File: config.mk
export PLATFORM = sky130hd
export DESIGN_NAME = ibex_data_bus_arbiter
export DESIGN_NICKNAME = d
export VERILOG_FILES = /design/src/rtl/ibex_pkg.sv /design/src/rtl/ibex_bus_id_fifo.sv /design/src/rtl/ibex_data_bus_arbiter.sv
export SDC_FILE = /design/constraint.sdc
export NUM_CORES = 1
export LEC_CHECK = 0
export BUFFER_PORTS_ARGS = -buffer_cell sky130_fd_sc_hd__buf_2
export CORE_AREA = 2 2 124 126
export DETAILED_ROUTE_END_ITERATION = 8
export DIE_AREA = 0 0 126 128
export GPL_TIMING_DRIVEN = 0
export HOLD_SLACK_MARGIN = 0.02
export SYNTH_ARGS = -nofsm -noshare
export SYNTH_HDL_FRONTEND = slang
export SYNTH_HIERARCHICAL = 1
export SYNTH_SLANG_ARGS = --single-unit
File: constraint.sdc
create_clock -name clk_i -period 2 [get_ports clk_i]
set_input_delay 0.3 -clock clk_i [delete_from_list [all_inputs] [get_ports clk_i]]
set_output_delay 0.3 -clock clk_i [all_outputs]
set_load 0.01 [all_outputs]
File: src/rtl/ibex_pkg.sv
// Shared types for the Ibex data-bus arbiter: host IDs, arbitration states and
// the per-host request bundle used to mux the winning host onto the device port.
package ibex_pkg;

   localparam int unsigned MaxOutstandingDefault = 2;

   typedef logic host_id_t;

   typedef enum logic [1:0] {
      ARB   = 2'd0,
      LOCK0 = 2'd1,
      LOCK1 = 2'd2
   } arb_state_e;

   typedef struct packed {
      logic        req;
      logic        lock;
      logic        we;
      logic [3:0]  be;
      logic [31:0] addr;
      logic [31:0] wdata;
   } host_req_t;

   function automatic arb_state_e lock_state(input host_id_t id);
      return id ? LOCK1 : LOCK0;
   endfunction

endpackage

File: src/rtl/ibex_bus_id_fifo.sv
// Ordering FIFO of host IDs for accepted-but-unanswered transactions, so each
// response is routed back to the host that issued the matching request.
module ibex_bus_id_fifo
   import ibex_pkg::*;
#(
   parameter int unsigned Depth = MaxOutstandingDefault
) (
   input  logic     clk_i,
   input  logic     rst_i,
   input  logic     push_i,
   input  host_id_t id_i,
   input  logic     pop_i,
   output logic     full_o,
   output logic     empty_o,
   output host_id_t head_o
);

   localparam int unsigned PtrW = (Depth > 1) ? $clog2(Depth) : 1;
   localparam int unsigned CntW = $clog2(Depth + 1);
   localparam logic [PtrW-1:0] LastPtr = PtrW'(Depth - 1);
   localparam logic [CntW-1:0] FullCnt = CntW'(Depth);

   host_id_t        mem_q [Depth];
   logic [PtrW-1:0] wr_ptr_q, rd_ptr_q;
   logic [CntW-1:0] count_q;
   logic            push_ok, pop_ok;

   function automatic logic [PtrW-1:0] next_ptr(input logic [PtrW-1:0] ptr);
      return (ptr == LastPtr) ? '0 : ptr + PtrW'(1);
   endfunction

   assign full_o  = (count_q == FullCnt);
   assign empty_o = (count_q == '0);
   assign head_o  = mem_q[rd_ptr_q];

   // A full FIFO refuses a push even when a pop frees a slot in the same cycle.
   assign push_ok = push_i & ~full_o;
   assign pop_ok  = pop_i & ~empty_o;

   // NOTE: storage is deliberately not reset; count_q alone defines which
   // entries are valid, so stale IDs after reset are never read.
   always_ff @(posedge clk_i) begin
      if (push_ok) mem_q[wr_ptr_q] <= id_i;
   end

   // NOTE: every register is updated with <= so all reads in this block see
   // the pre-edge values, independent of statement order.
   always_ff @(posedge clk_i or posedge rst_i) begin
      if (rst_i) begin
         wr_ptr_q <= '0;
         rd_ptr_q <= '0;
         count_q  <= '0;
      end else begin
         if (push_ok) wr_ptr_q <= next_ptr(wr_ptr_q);
         if (pop_ok)  rd_ptr_q <= next_ptr(rd_ptr_q);
         case ({push_ok, pop_ok})
            2'b10:   count_q <= count_q + CntW'(1);
            2'b01:   count_q <= count_q - CntW'(1);
            default: count_q <= count_q;
         endcase
      end
   end

endmodule

File: src/rtl/ibex_data_bus_arbiter.sv
// Two-host arbiter onto one req/gnt/rvalid data bus: round-robin with optional
// lock, bounded outstanding transactions, in-order response routing.
module ibex_data_bus_arbiter
   import ibex_pkg::*;
#(
   parameter int unsigned MaxOutstanding = MaxOutstandingDefault
) (
   input  logic        clk_i,
   input  logic        rst_i,
   input  logic        h0_req_i,
   input  logic        h0_lock_i,
   input  logic        h0_we_i,
   input  logic [3:0]  h0_be_i,
   input  logic [31:0] h0_addr_i,
   input  logic [31:0] h0_wdata_i,
   output logic        h0_gnt_o,
   output logic        h0_rvalid_o,
   output logic        h0_err_o,
   output logic [31:0] h0_rdata_o,
   input  logic        h1_req_i,
   input  logic        h1_lock_i,
   input  logic        h1_we_i,
   input  logic [3:0]  h1_be_i,
   input  logic [31:0] h1_addr_i,
   input  logic [31:0] h1_wdata_i,
   output logic        h1_gnt_o,
   output logic        h1_rvalid_o,
   output logic        h1_err_o,
   output logic [31:0] h1_rdata_o,
   output logic        data_req_o,
   input  logic        data_gnt_i,
   input  logic        data_rvalid_i,
   input  logic        data_err_i,
   output logic [31:0] data_addr_o,
   output logic        data_we_o,
   output logic [3:0]  data_be_o,
   output logic [31:0] data_wdata_o,
   input  logic [31:0] data_rdata_i,
   output logic        busy_o,
   output logic        spurious_rvalid_o
);

   host_req_t  host [2];
   host_req_t  sel_host;
   arb_state_e state_q;
   host_id_t   last_q, sel, head;
   logic       full, empty, handshake, pop;

   assign host[0] = '{req: h0_req_i, lock: h0_lock_i, we: h0_we_i, be: h0_be_i,
                      addr: h0_addr_i, wdata: h0_wdata_i};
   assign host[1] = '{req: h1_req_i, lock: h1_lock_i, we: h1_we_i, be: h1_be_i,
                      addr: h1_addr_i, wdata: h1_wdata_i};

   // NOTE: sel gets a default before the case so every path assigns it and
   // no latch is inferred.
   always_comb begin
      sel = 1'b0;
      case (state_q)
         LOCK0:   sel = 1'b0;
         LOCK1:   sel = 1'b1;
         default: begin
            if (host[0].req && host[1].req) sel = ~last_q;
            else if (host[1].req)           sel = 1'b1;
         end
      endcase
   end

   assign sel_host = host[sel];

   // Request depends only on host inputs and local state, never on data_gnt_i.
   assign data_req_o   = sel_host.req & ~full & ~rst_i;
   assign data_addr_o  = sel_host.addr;
   assign data_we_o    = sel_host.we;
   assign data_be_o    = sel_host.be;
   assign data_wdata_o = sel_host.wdata;

   assign handshake = data_req_o & data_gnt_i;
   assign h0_gnt_o  = handshake & (sel == 1'b0);
   assign h1_gnt_o  = handshake & (sel == 1'b1);

   assign pop               = data_rvalid_i & ~empty & ~rst_i;
   assign spurious_rvalid_o = data_rvalid_i & empty & ~rst_i;
   assign h0_rvalid_o       = pop & (head == 1'b0);
   assign h1_rvalid_o       = pop & (head == 1'b1);
   assign h0_err_o          = h0_rvalid_o & data_err_i;
   assign h1_err_o          = h1_rvalid_o & data_err_i;
   assign h0_rdata_o        = data_rdata_i;
   assign h1_rdata_o        = data_rdata_i;
   assign busy_o            = ~empty;

   always_ff @(posedge clk_i or posedge rst_i) begin
      if (rst_i) begin
         state_q <= ARB;
         last_q  <= 1'b1;
      end else if (handshake) begin
         last_q  <= sel;
         state_q <= sel_host.lock ? lock_state(sel) : ARB;
      end else if (state_q != ARB && !sel_host.req && !sel_host.lock) begin
         state_q <= ARB;
      end
   end

   ibex_bus_id_fifo #(
      .Depth (MaxOutstanding)
   ) u_id_fifo (
      .clk_i   (clk_i),
      .rst_i   (rst_i),
      .push_i  (handshake),
      .id_i    (sel),
      .pop_i   (pop),
      .full_o  (full),
      .empty_o (empty),
      .head_o  (head)
   );

endmodule
-- Yosys cells after proc, flatten, opt, wreduce, memory -nomap -nowiden
Memories as Yosys holds them, arrays and structs flattened.
Index checks and enable logic that the tools add are counted.
- memories kept: 1
- logic and storage cells: 62
- bits in registers: 7
- input bits: 179
- memory bits (writable): 2
- output and inout bits: 142
- equal/unequal tests: 5
- bitwise gates (word level): 22
- reductions and logical operators: 9
- multiplexer cells: 15
- add/subtract/negate cells: 4
- magnitude comparators: 1
- memory list (name ; words ; width ; read ports ; clocked after memory_dff ; write ports ; line ; RTL):
    u_id_fifo.mem_q ; 2 ; 1 ; 1 ; 0 ; 1 ; ibex_bus_id_fifo.sv:23 ; host_id_t mem_q [Depth];
- operator list (kind ; number):
    $mux W71 ; 3
    $and A1 B1 Y1 ; 15
    $mux W2 ; 4
    $eq A2 B2 Y1 const B ; 3
    $mux W1 ; 6
    $not A1 Y1 ; 6
    $reduce_bool A2 Y1 ; 3
    $eq A2 B1 Y1 const B ; 2
    $pmux W2 S2 ; 1
    $logic_and A1 B1 Y1 ; 3
    $add A1 B1 Y1 const B ; 2
    $add A2 B1 Y2 const B ; 1
    $ge A2 B2 Y1 const B ; 1
    $logic_not A1 Y1 ; 2
    $logic_not A2 Y1 ; 1
    $not A1 Y2 ; 1
    $pmux W1 S2 ; 1
    $sub A2 B1 Y2 const B ; 1

-- Depth between registers and ports, before layout
Gate-level depths: netlist of run 1.
- depth after elaboration: 13
- mapped depth: 11
- gate-level depth less buffers: 11

-- Hierarchy
Netlist of run 1, hierarchy kept.
- by module, submodules not included (module ; seq. area each (µm²) ; times used ; area an instance (µm²) ; cells an instance):
    ibex_data_bus_arbiter ; 76.3 ; 1 ; 1624.1 ; 324
    ibex_bus_id_fifo ; 160.2 ; 1 ; 271.5 ; 22

-- Worst setup path after synthesis of run 1
OpenSTA, ideal clock, no wires.
- path kind: register -> register
- from: register state_q[0]
- to: register u_id_fifo.count_q[1]
- path buffers: 0
- slack: -147 ps
- data required time: 1921 ps
- clock period less this slack: 2147 ps
- setup time: 79 ps
- cell stages (with the launch flop): 11
- data arrival time: 2068 ps
- cell sequence: dfrtp_1 > inv_1 > ha_1 > a21bo_2 > a21oi_2 > nand3_1 > inv_2 > nand2_1 > ha_1 > nor2_1 > xor2_1
- word-level cells in the longest chain between the ends: 12
- elaborated cells between the ends (all ways): 15
- those cells by class: 4 x eq/ne; 5 x mux; 5 x bitwise; 1 x reduce/logical
- ends and longest elaborated chain (element ; line ; RTL):
    start, declared ; ibex_data_bus_arbiter.sv:45 ; arb_state_e state_q;
    start signal, assigned ; ibex_data_bus_arbiter.sv:97 ; state_q <= sel_host.lock ? lock_state(sel) : ARB;
    $eq A2 B2 Y1 / $eq A2 B1 Y1 (equally long branches) ; ibex_data_bus_arbiter.sv:58 ; case (state_q)
    $pmux W1 S2 * ; ibex_data_bus_arbiter.sv:58 ;
    $not A1 Y2 (implied by the code) * ; ibex_data_bus_arbiter.sv:68 ; assign sel_host = host[sel];
    $mux W71 (implied by the code) * (3 in a row) ; ibex_data_bus_arbiter.sv:68 ;
    $and A1 B1 Y1 * (2 in a row) ; ibex_data_bus_arbiter.sv:71 ; assign data_req_o = sel_host.req & ~full & ~rst_i;
    $and A1 B1 Y1 * ; ibex_data_bus_arbiter.sv:77 ; assign handshake = data_req_o & data_gnt_i;
    net handshake ; ibex_data_bus_arbiter.sv:47 ; logic full, empty, handshake, pop;
    $and A1 B1 Y1 * ; ibex_bus_id_fifo.sv:37 ; assign push_ok = push_i & ~full_o;
    $eq A2 B1 Y1 / $eq A2 B2 Y1 (equally long branches) ; ibex_bus_id_fifo.sv:56 ; case ({push_ok, pop_ok})
    $pmux W2 S2 / $reduce_bool A2 Y1 (equally long branches) ; -- ;
    end signal, assigned ; ibex_bus_id_fifo.sv:57 ; 2'b10: count_q <= count_q + CntW'(1);
    end signal, assigned ; ibex_bus_id_fifo.sv:58 ; 2'b01: count_q <= count_q - CntW'(1);
    end signal, assigned ; ibex_bus_id_fifo.sv:59 ; default: count_q <= count_q;
    end, declared ; ibex_bus_id_fifo.sv:25 ; logic [CntW-1:0] count_q;
Mark *: on every way through the listed nets, which the timed path passes. The rest lies on a longest branch. The select of a mux whose other input is x is not followed.
A chain may end at the register's enable or synchronous reset.

-- Worst setup path in the final report of run 1
- from: register state_q[1]
- to: output data_wdata_o[11]
- word-level cells in the longest chain between the ends: 6
- elaborated cells between the ends (all ways): 7
- those cells by class: 2 x eq/ne; 4 x mux; 1 x bitwise
- ends and longest elaborated chain (element ; line ; RTL):
    $eq A2 B2 Y1 / $eq A2 B1 Y1 (equally long branches) ; ibex_data_bus_arbiter.sv:58 ;
    $pmux W1 S2 * ; ibex_data_bus_arbiter.sv:58 ;
    $not A1 Y2 (implied by the code) * ; ibex_data_bus_arbiter.sv:68 ;
    $mux W71 (implied by the code) * (3 in a row) ; ibex_data_bus_arbiter.sv:68 ;
    end, declared ; ibex_data_bus_arbiter.sv:37 ; output logic [31:0] data_wdata_o,
Every way passes the cells marked *; elsewhere a longest branch is shown, timed or not. The select of a mux whose other input is x is not followed.

==> results of run 1 <==
==> final timing paths <==
kind / startpoint / end / slack (ns)
hold reg to reg: u_id_fifo/rd_ptr_q / u_id_fifo/rd_ptr_q / 0.48
min in group clk_i: h1_lock_i / state_q[1] / 0.38
setup / recovery: state_q[1] / data_wdata_o[11] / -0.20
setup reg to reg: state_q[1] / u_id_fifo/count_q[1] / -0.01
max in group asynchronous: rst_i / u_id_fifo/rd_ptr_q / 1.31
hold / removal: rst_i / state_q[1] / 0.05
==> area by class of cell <==
| cell class | instances | area, µm² | share of cell area, % |
|---|---|---|---|
| flip-flops and latches | 9 | 236 | 5.49 |
| clock inverters | 1 | 5.00 | 0.116 |
| plain buffers | 78 | 721 | 16.7 |
| inverters | 10 | 47.5 | 1.10 |
| repair buffers | 303 | 1670 | 38.8 |
| multi-input cells | 249 | 1320 | 30.5 |
| clock buffers | 3 | 75.1 | 1.74 |
| well taps | 188 | 235 | 5.46 |
==> layer usage <==
layer | global-route usage (%) | wire [µm] | up-vias
li1 | - | - | 1596
met1 | 13.8 | 4240 | 1303
met2 | 19.8 | 5310 | 175
met3 | 1.42 | 767 | 4
met4 | 1.16 | 27 | 2
met5 | 0 | 13 | -
==> cells in the final DEF (no fill, tap or decap), types with 2 or more instances in the layout <==
master,instances
buf_2,278
nand2_1,166
buf_4,70
nand2_2,35
buf_6,16
clkbuf_16,9
nand2_4,9
nor2_1,8
clkbuf_8,6
dfrtp_1,6
inv_1,5
inv_2,3
and3_1,3
and2_1,3
xnor2_1,3
nor2b_2,2
ha_4,2
buf_8,2
xor2_1,2
edfxtp_1,2
==> synthesized netlist by cell type, types with 2 or more instances <==
library cell and number:
and2_1 3, clkbuf_1 13, inv_2 2, and3_1 4, xnor2_1 3, inv_1 8, buf_4 64, xor2_1 2
nor2_1 9, nand2_1 210, ha_1 3, dfrtp_1 6, nor2b_1 2, edfxtp_1 2
==> sequential cells by signal, summed over array words and instances (netlist names) <==
| name | cells |
|---|---|
| u_id_fifo/count_q | 2 |
| u_id_fifo/mem_q | 2 |
| u_id_fifo/wr_ptr_q | 1 |
| last_q | 1 |
| state_q | 2 |
| u_id_fifo/rd_ptr_q | 1 |
==> what timing repair did <==
| item | 4_1_cts | 5_1_grt |
|---|---|---|
| hold buffers | 1 | 1 |
| pin swaps | 21 | 14 |
| endpoints found under the hold margin | 6 | 4 |
| setup buffers | 7 | 3 |
| gates cloned | 3 | 1 |
| gates resized for setup | 91 | 40 |
| endpoints found under the setup margin | 78 | 76 |
==> kinds of logic (layout without fill, tap and decap cells) <==
logic type	Yosys count	count (layout)	share of synthesized area, %
fa+ha+maj	3	3	1.98
simple gates	232	232	47.8
xor+xnor	5	5	2.31
compound gates	7	7	4.22
flops	9	9	12.5
mux	2	2	1.12
buf+inv	88	395	30.1
==> power groups by stage <==
stage | registers, mW | clock network (mW) | logic (mW)
2_1_floorplan | 0.338 | 0 | 2.52
6_report | 0.357 | 0.353 | 5.96
4_1_cts | 0.351 | 0.361 | 5.67
5_1_grt | 0.365 | 0.370 | 6.48
3_3_place_gp | 0.349 | 0 | 4.30
3_5_place_dp | 0.352 | 0 | 4.30
==> worst max-delay path: cells and delay by family (launching register included) <==
family,cells,cell delay (ns)
AOI/OAI and AO/OA,1,0.15
adders and majority gates,1,0.30
buffers and inverters,5,0.68
DFF,1,0.38
and+or+nand+nor,3,0.18
==> metrics by stage <==
step           setup slack [ns]  power, mW
2_1_floorplan            0.0154       2.86
3_3_place_gp             -0.906       4.64
3_5_place_dp             -0.927       4.66
4_1_cts                  -0.229       6.38
5_1_grt                  -0.269       7.22
6_report                 -0.204       6.67
==> results.txt, run 1 <==
P&R area growth vs syn -> 127%
drt initial violations -> 78
PD cells -> 1550 nW/µm²
global-route wire length before repair -> 13.7 mm
Placer Congestion -> 0.792
CTS sink count -> 9
switching share of power -> 49.2%
initial antenna violation count -> 1
Slew HR -> 64.7%
Clock Latency Late Sink -> 0.23 ns
post-layout minimum cycle time -> 2.20 ns
post-route setup slack -> -0.204 ns
worst hold slack -> 0.0510 ns
CP required -> 1.70 ns
Max stage delay on crit path -> 0.38 ns
H-tree lvl count -> 1
Die X -> 126 µm
syn nets -> 528
top cells by area, synth -> nand2_1 (42%), buf_4 (25%), dfrtp_1 (7.9%)
dominant synthesized flop cell -> dfrtp_1
clock network power share -> 5.3%
fin area -> 4310 µm²
Fin. Hold Viols -> 0
P_sw -> 3.28 mW
fin util -> 29.0%
Tightest Pin Transition -> 0.530 ns
Critical Path AT -> 1.90 ns
CTS Root Cell -> clkbuf_16
Routed WL per cell -> 12.3 µm
clk buf depth -> 2
CP Launch Type -> flop
period utilization -> 110%
drt pass-1 iters -> 4
CP Class -> flop to primary output
Die Y -> 128 µm
YS warnings -> 6
Synth cell types -> 29
grt total ovfl -> 0
vias in the first global route -> 2688
slowest stage cell, crit path -> dfrtp_1
Int Pwr -> 3.39 mW
core area -> 14900 µm²
number of synthesized flops with an enable pin -> 2
initial core utilization -> 12.8%
Vias -> 3080
Cells after DPL -> 822
Syn Inst Count -> 346
most frequent CP cell -> nand2_1
drt total wl -> 10.4 mm
MaxCap Viol Count -> 0
Synth Cell Area -> 1900 µm²
violated checks -> negative setup slack
share of power burned in registers -> 5.3%
share of cells above drive strength 1 -> 68.8%
Logic pwr share -> 89.4%
Worst-path clk slew -> 0.04 ns
final setup vio count -> 72
IO Pins -> 321
Worst IR Drop VDD -> 0.00115 V
CTS buffer count -> 3
fmax -> 454 MHz
post-synthesis sequential area ratio -> 12.5%
row count -> 45
RSZ-0062 raised after global routing -> yes
Yosys reg bits -> 9
DRT antenna net count -> 0
Final Non-Filler Cells -> 841
Final HPWL DP -> 8.35 mm
full die area -> 16100 µm²
worst min path class -> primary input to asynchronous set/reset pin
Final TNS setup -> -10.53 ns
cells along the critical path -> inv_2, ha_4, nor2b_4, a22oi_2, buf_6, buf_12, clkbuf_16, nand2_1, nand2_1, buf_2
Post-synth ARST share -> 77.8%
Synth area leader -> nand2_1
Vias/cell -> 3.66
IO Port Bufs -> 288
Diodes inserted -> 0
top cell type's share of synthesized area -> 41.6%
status -> complete, but fails checks
R2R cell count -> 11
Fillers -> 1649
crit-path max FO -> 6
Crit. End Element -> primary output
largest net degree at the start of global routing -> 12
dpl cell area -> 3600 µm²
DRC viols -> 0
final net count -> 836
CTS tree -> built
Final Skew -> 0.000902 ns
Avg Inst Size Synth -> 5.48 µm²
Total GRT Usage -> 10.8%
leakage power -> 2.67 nW
Slew Limit Fails -> 0
Note: power is estimated with default switching activity, not from simulation.
==> run 2, diff against run 1 <==
- CELL_PAD_IN_SITES_DETAIL_PLACEMENT: default -> 0
- CELL_PAD_IN_SITES_GLOBAL_PLACEMENT: default -> 1
- CORE_AREA: 2 2 124 126 -> default
- CORE_MARGIN: default -> 2
- CORE_UTILIZATION: default -> 13
- DIE_AREA: 0 0 126 128 -> default
- PLACE_DENSITY_LB_ADDON: default -> 0.1
==> run 2 against run 1 <==
  * Clock skew is essentially flat
  * Count of clock-buffer cells in the layout increased by 1
  * Combinational power fell by 8.6%
  * The flow still finishes with violations (negative setup slack)
  * Largest cell class unchanged
  * Die area shrank 3.5%
  * Largest power group unchanged
==> results.txt, run 2 (synthesis results as in run 1) <==
status -> complete, but fails checks
violated checks -> negative setup slack
Worst Hold Depth -> 3
share of power burned in registers -> 5.7% (+0.4 points)
CP delay by family, top -> buffers and inverters
PD cells -> 1470 nW/µm² (-4.8%)
Final HPWL DP -> 8.02 mm (-4.0%)
P&R area growth vs syn -> 120%
share of cells above drive strength 1 -> 64.1% (-4.7 points)
dpl cell area -> 3590 µm² (-0.14%)
FF+latch area -> 236 µm² (unchanged)
vias in the first global route -> 2852 (+6.1%)
footprint of the multi-input gates -> 1240 µm² (-5.9%)
Tot Pwr -> 6.15 mW (-7.8%)
DRT antenna net count -> 0 (unchanged)
Fillers -> 1649 (unchanged)
CP Depth -> 10 (unchanged)
CTS buffer count -> 3 (unchanged)
slowest stage cell, crit path -> dfrtp_1
Die Y -> 125 µm (-2.5%)
Placer Congestion -> 0.789 (-0.39%)
most common cell after layout, fill and taps aside -> buf_2
most frequent cells in the layout -> buf_2 (279), nand2_1 (194), buf_4 (69)
CP required -> 1.70 ns (about the same)
Crit. End Element -> primary output
core area -> 14400 µm² (-3.3%)
row count -> 44 (-2.2%)
Worst IR Drop VDD -> 0.000361 V (-69%)
CTS Root Cell -> clkbuf_16
final net count -> 832 (-0.48%)
Final Skew -> 0.000905 ns (+0.00000308 ns)
P_sw -> 2.96 mW (-9.7%)
Largest regs -> state_q x2, u_id_fifo/count_q x2, u_id_fifo/mem_q x2
Critical Path AT -> 1.85 ns (-0.05 ns)
worst hold slack -> 0.352 ns (+0.301 ns)
Fin. Hold Viols -> 0 (unchanged)
CTS tree -> built
Int Pwr -> 3.19 mW (-5.9%)
clock network power share -> 5.7% (+0.4 points)
initial core utilization -> 13.2% (+0.44 points)
Slew HR -> 65.0% (+0.34 points)
CTS sink count -> 9 (unchanged)
Clock Latency Late Sink -> 0.23 ns (about the same)
fin area -> 4170 µm² (-3.2%)
IO Pins -> 321 (unchanged)
RSZ-0062 raised after global routing -> yes
Worst Path Buf+Inv -> 5 (unchanged)
global-route wire length before repair -> 14.3 mm (+5.0%)
drt total wl -> 9.49 mm (-8.3%)
Slew Limit Fails -> 0 (unchanged)
DRC viols -> 0 (unchanged)
Tightest Pin Transition -> 0.525 ns (-0.00507 ns)
leakage power -> 2.63 nW (-1.7%)
Routed WL per cell -> 11.4 µm (-7.5%)
drt pass-1 iters -> 6 (+2)
R2R cell count -> 11 (unchanged)
H-tree lvl count -> 1 (unchanged)
grt total ovfl -> 0 (unchanged)
Die X -> 125 µm (-0.99%)
Max stage delay on crit path -> 0.37 ns (about the same)
Place WS -> -0.571 ns (+0.356 ns)
Vias/cell -> 3.63 (-0.99%)
period utilization -> 107% (-2.8 points)
IO Port Bufs -> 288 (unchanged)
switching share of power -> 48.2% (-1.0 points)
post-layout minimum cycle time -> 2.15 ns (-0.0569 ns)
CP Launch Type -> flop
Worst-path clk slew -> 0.04 ns (about the same)
CP Class -> flop to primary output
post-route setup slack -> -0.147 ns (+0.0569 ns)
worst min path class -> primary input to flop
cells along the critical path -> inv_2, ha_4, nor2b_4, a22oi_2, buf_6, buf_12, clkbuf_16, nand2_1, nand2_1, buf_6
MaxCap Viol Count -> 0 (unchanged)
final setup vio count -> 71 (-1.4%)
fmax -> 466 MHz (+2.6%)
crit-path max FO -> 10 (+4)
largest net degree at the start of global routing -> 11 (-1)
Total GRT Usage -> 11.2% (+0.41 points)
Vias -> 3024 (-1.8%)
drt initial violations -> 66 (-15%)
initial antenna violation count -> 1 (unchanged)
Logic pwr share -> 88.6% (-0.8 points)
full die area -> 15600 µm² (-3.5%)
clk buf depth -> 2 (unchanged)
==> run 2: cell types whose count changed in the layout (fill, tap and decap cells not counted), sizes merged <==
cell and delta:
buf -4, clkinv -1, diode +1, clkbuf +1
==> run 2: path summary, 6_finish.rpt <==
path,start,endpoint,slack [ns]
setup / recovery,state_q[1],data_addr_o[10],-0.15
min in group asynchronous,rst_i,u_id_fifo/wr_ptr_q,0.56
max in group asynchronous,rst_i,last_q,1.18
hold reg to reg,u_id_fifo/rd_ptr_q,u_id_fifo/rd_ptr_q,0.48
hold / removal,h1_lock_i,state_q[1],0.35
setup reg to reg,state_q[1],u_id_fifo/count_q[1],-0.02
==> run 2: worst reg2reg max path: cells and delay by family (launching register included) <==
kind | cells | cell delay (ns)
DFF | 1 | 0.39
and+or+nand+nor | 3 | 0.26
xor gates and xnor gates | 2 | 0.28
buffers and inverters | 2 | 0.17
adders and majority gates | 2 | 0.38
AOI/OAI and AO/OA | 2 | 0.42
==> run 2: cell type report <==
cell class	count	share of cell area (%)
Multi-Input combinational cell	249	29.7
Antenna cell	1	0.0600
Sequential cell	9	5.67
Buffer	78	17.2
Inverter	10	1.14
Tap cell	184	5.52
Clock buffer	4	1.89
Timing Repair Buffer	299	38.8
==> run 2: power by group through the flow <==
stage	Clock, mW	Combinational [mW]	Sequential [mW]
after floorplan	0	2.52	0.338
after global placement	0	4.23	0.349
after detailed placement	0	4.21	0.350
after CTS	0.361	5.31	0.351
after global routing	0.374	6.01	0.362
final	0.353	5.45	0.349
==> run 2: layer usage <==
| layer | share of wire (%) | global-route usage [%] | vias up |
|---|---|---|---|
| li1 | - | - | 1592 |
| met1 | 35 | 11.2 | 1285 |
| met2 | 57 | 24.0 | 140 |
| met3 | 7.3 | 1.76 | 7 |
| met4 | 0.66 | 1.45 | 0 |
| met5 | 0 | 0 | - |
==> run 2: per-stage QoR <==
step           TNS, ns  util [%]  instances
2_1_floorplan        0         -        346
4_1_cts          -9.94      28.1        831
5_1_grt         -16.40      29.0        833
3_3_place_gp    -34.01      25.0        818
6_report         -8.17      29.0        834
3_5_place_dp    -37.96      25.0        818
==> run 2: timing repair <==
action	in CTS	in global routing
hold buffers	1	0
cloned	2	0
setup endpoints to repair	78	78
gates resized for setup	69	34
endpoints found under the hold margin	6	0
pin swaps	7	18
setup buffers	6	2
==> run 3, diff against run 2 <==
- CELL_PAD_IN_SITES_DETAIL_PLACEMENT: 0 -> default
- CELL_PAD_IN_SITES_GLOBAL_PLACEMENT: 1 -> default
- CORE_AREA: default -> 2 2 124 126
- CORE_MARGIN: 2 -> default
- CORE_UTILIZATION: 13 -> default
- DIE_AREA: default -> 0 0 126 128
- PLACE_DENSITY_LB_ADDON: 0.1 -> default
- SYNTH_HIERARCHICAL: 1 -> default
==> run 3 against run 2 <==
  * The flow still finishes with violations (negative setup slack)
  * Worst setup slack lost 0.21 ns
  * Hold slack worse by 0.32 ns
  * Design area rose by 0.48%
  * Core utilization shrank 0.83 points
  * Flip-flop and latch count unchanged
  * Die area increased by 3.6%
  * Critical endpoint is now data_be_o[1]
==> results.txt, run 3 <==
status -> complete, but fails checks
violated checks -> negative setup slack
Avg Inst Size Synth -> 9.52 µm² (+74%)
slowest stage cell, crit path -> dfrtp_1
Post-CTS Hold Fix Bufs -> 0 (-1)
dominant synthesized flop cell -> dfrtp_1
vias in the first global route -> 2390 (-16%)
cells along the critical path -> inv_2, ha_4, nor2b_4, a22oi_4, buf_12, buf_6, buf_16, mux2_4, buf_6
initial core utilization -> 12.7% (-0.52 points)
post-route setup slack -> -0.358 ns (-0.210 ns)
Fin. Hold Viols -> 0 (unchanged)
Die X -> 126 µm (+1.0%)
Tot Pwr -> 5.21 mW (-15%)
most frequent CP cell -> buf_6
Final HPWL DP -> 7.47 mm (-6.8%)
PD cells -> 1240 nW/µm² (-16%)
Place WS -> -0.510 ns (+0.0614 ns)
Slew Limit Fails -> 0 (unchanged)
H-tree lvl count -> 1 (unchanged)
Total GRT Usage -> 9.64% (-1.5 points)
CP delay by family, top -> buffers and inverters
CTS tree -> built
Logic pwr share -> 86.3% (-2.3 points)
Die Y -> 128 µm (+2.6%)
MaxCap Viol Count -> 0 (unchanged)
top cell type's share of synthesized area -> 42.4% (+0.85 points)
count leader, synth -> mux2_2
Final TNS setup -> -21.84 ns (-13.67 ns)
CTS Root Cell -> clkbuf_16
top cells by area, synth -> mux2_2 (42%), buf_4 (27%), dfrtp_1 (8.0%)
Placer Congestion -> 0.766 (-2.9%)
Worst IR Drop VDD -> 0.000629 V (+74%)
CP required -> 1.70 ns (about the same)
drt initial violations -> 69 (+4.5%)
Int Pwr -> 3.22 mW (+1.0%)
drt total wl -> 8.95 mm (-5.7%)
Clock Latency Late Sink -> 0.24 ns (about the same)
largest net degree at the start of global routing -> 11 (unchanged)
Synth top cells by count -> mux2_2 (71), buf_4 (68), nor2_1 (10)
row count -> 45 (+2.3%)
Fillers -> 1636 (-0.79%)
Routed WL per cell -> 12.9 µm (+14%)
full die area -> 16100 µm² (+3.6%)
RSZ-0062 raised after global routing -> yes
final net count -> 686 (-18%)
IO Pins -> 321 (unchanged)
Vias -> 2514 (-17%)
P_sw -> 1.99 mW (-33%)
CTS sink count -> 9 (unchanged)
leakage power -> 2.35 nW (-10%)
DRC viols -> 0 (unchanged)
worst min path class -> primary input to asynchronous set/reset pin
worst hold slack -> 0.0303 ns (-0.321 ns)
Post-synth ARST share -> 77.8% (unchanged)
syn nets -> 380 (-28%)
Worst Path Buf+Inv -> 5 (unchanged)
share of cells above drive strength 1 -> 91.7% (+28 points)
CP Class -> flop to primary output
Diodes inserted -> 0 (-1)
grt total ovfl -> 0 (unchanged)
switching share of power -> 38.1% (-10 points)
drt pass-1 iters -> 4 (-2)
Yosys reg bits -> 9 (unchanged)
Crit. End Element -> primary output
Largest regs -> state_q x2, u_id_fifo.count_q x2, u_id_fifo.mem_q x2
Critical Path AT -> 2.06 ns (+0.21 ns)
Final Skew -> 0.00196 ns (+0.00106 ns)
post-layout minimum cycle time -> 2.36 ns (+0.210 ns)
global-route wire length before repair -> 12.6 mm (-12%)
Worst Setup SP -> state_q[0]
CTS buffer count -> 3 (unchanged)
Slew HR -> 78.5% (+13 points)
Max stage delay on crit path -> 0.37 ns (about the same)
P&R area growth vs syn -> 123%
DRT antenna net count -> 0 (unchanged)
reg-to-reg critical path startpoint -> state_q[1]
Worst-path clk slew -> 0.04 ns (about the same)
crit-path max FO -> 8 (-2)
final setup vio count -> 73 (+2.8%)
Synth Cell Area -> 1880 µm² (-0.59%)
initial antenna violation count -> 0 (-1)
core area -> 14900 µm² (+3.4%)
fmax -> 424 MHz (-8.9%)
Synth cell types -> 26 (-10%)
most common cell after layout, fill and taps aside -> buf_2
most frequent cells in the layout -> buf_2 (263), buf_4 (69), mux2_2 (46)
YS warnings -> 0 (-6)
clk buf depth -> 2 (unchanged)
Syn Inst Count -> 198 (-43%)
Tightest Pin Transition -> 0.322 ns (-0.202 ns)
number of synthesized flops with an enable pin -> 2 (unchanged)
period utilization -> 118% (+11 points)
post-synthesis sequential area ratio -> 12.5% (+0.075 points)
CP Launch Type -> flop
Synth area leader -> mux2_2
Vias/cell -> 3.64 (+0.34%)
clock network power share -> 6.9% (+1.2 points)
IO Port Bufs -> 288 (unchanged)
share of power burned in registers -> 6.8% (+1.1 points)
## run 3: changes by cell type after synthesis, moves of 2 or more
cell      before  now
buf_4         64   68
mux2_2         1   71
nand2_1      210    4
and3_1         4    0
a31oi_1        0    2
buf_6          0    3
inv_1          8    5
clkbuf_1      13    0
## run 3: kinds of logic (layout without fill, tap and decap cells)
kind of cell / Yosys count / count (layout) / synth area share (%)
multiplexers: 73 / 73 / 43.5
adder cells (fa/ha/maj): 3 / 3 / 1.99
AO/OA/AOI/OAI: 9 / 9 / 4.25
AND/OR/NAND/NOR: 21 / 21 / 5.11
XOR/XNOR: 5 / 5 / 2.32
buffers and inverters: 78 / 383 / 30.3
flip-flops: 9 / 9 / 12.5
## run 3: layout make-up
type | count | area (µm²) | area share (%)
Inverter | 7 | 31.3 | 0.746
Buffer | 71 | 578 | 13.8
Timing Repair Buffer | 301 | 1790 | 42.7
Clock inverter | 1 | 5.00 | 0.119
Tap cell | 188 | 235 | 5.61
Sequential cell | 9 | 236 | 5.64
Multi-Input combinational cell | 111 | 1240 | 29.6
Clock buffer | 3 | 75.1 | 1.79
## run 3: final timing paths
check | cells after the start | slack [ns] | to
hold / removal | 2 | 0.03 | state_q[0]
hold reg to reg | 1 | 0.49 | u_id_fifo.wr_ptr_q
max in group asynchronous | 2 | 1.68 | last_q
setup reg to reg | 10 | -0.01 | u_id_fifo.count_q[1]
min in group clk_i | 3 | 0.38 | state_q[0]
setup / recovery | 9 | -0.36 | data_be_o[1]
## run 3: repair_timing
action,4_1_cts,5_1_grt
gates cloned,3,0
setup endpoints to repair,74,74
pin swaps,3,1
resized for setup,73,8
buffers inserted,7,3
## run 3: power by group through the flow
stage | Clock (mW) | Sequential, mW | Combinational, mW
after global routing | 0.375 | 0.364 | 4.79
after global placement | 0 | 0.349 | 3.17
after floorplan | 0 | 0.333 | 2.13
final | 0.359 | 0.353 | 4.50
after CTS | 0.363 | 0.351 | 4.42
after detailed placement | 0 | 0.351 | 3.18
## run 3: per-layer routing
| layer | wire length [µm] | vias to the layer above | GRT usage (%) |
|---|---|---|---|
| met5 | 0 | - | 0 |
| met4 | 179 | 0 | 2.20 |
| met3 | 666 | 10 | 2.05 |
| met2 | 4440 | 147 | 16.0 |
| met1 | 3660 | 1123 | 12.8 |
| li1 | - | 1234 | - |
## run 3: per-stage QoR
| stage | cell area [µm²] | instances | utilization [%] |
|---|---|---|---|
| after floorplan | 1880 | 198 | - |
| after global placement | 3560 | 674 | 24.0 |
| after global routing | 4190 | 691 | 28.2 |
| after detailed placement | 3560 | 674 | 24.0 |
| final | 4190 | 691 | 28.2 |
| after CTS | 4120 | 688 | 27.7 |
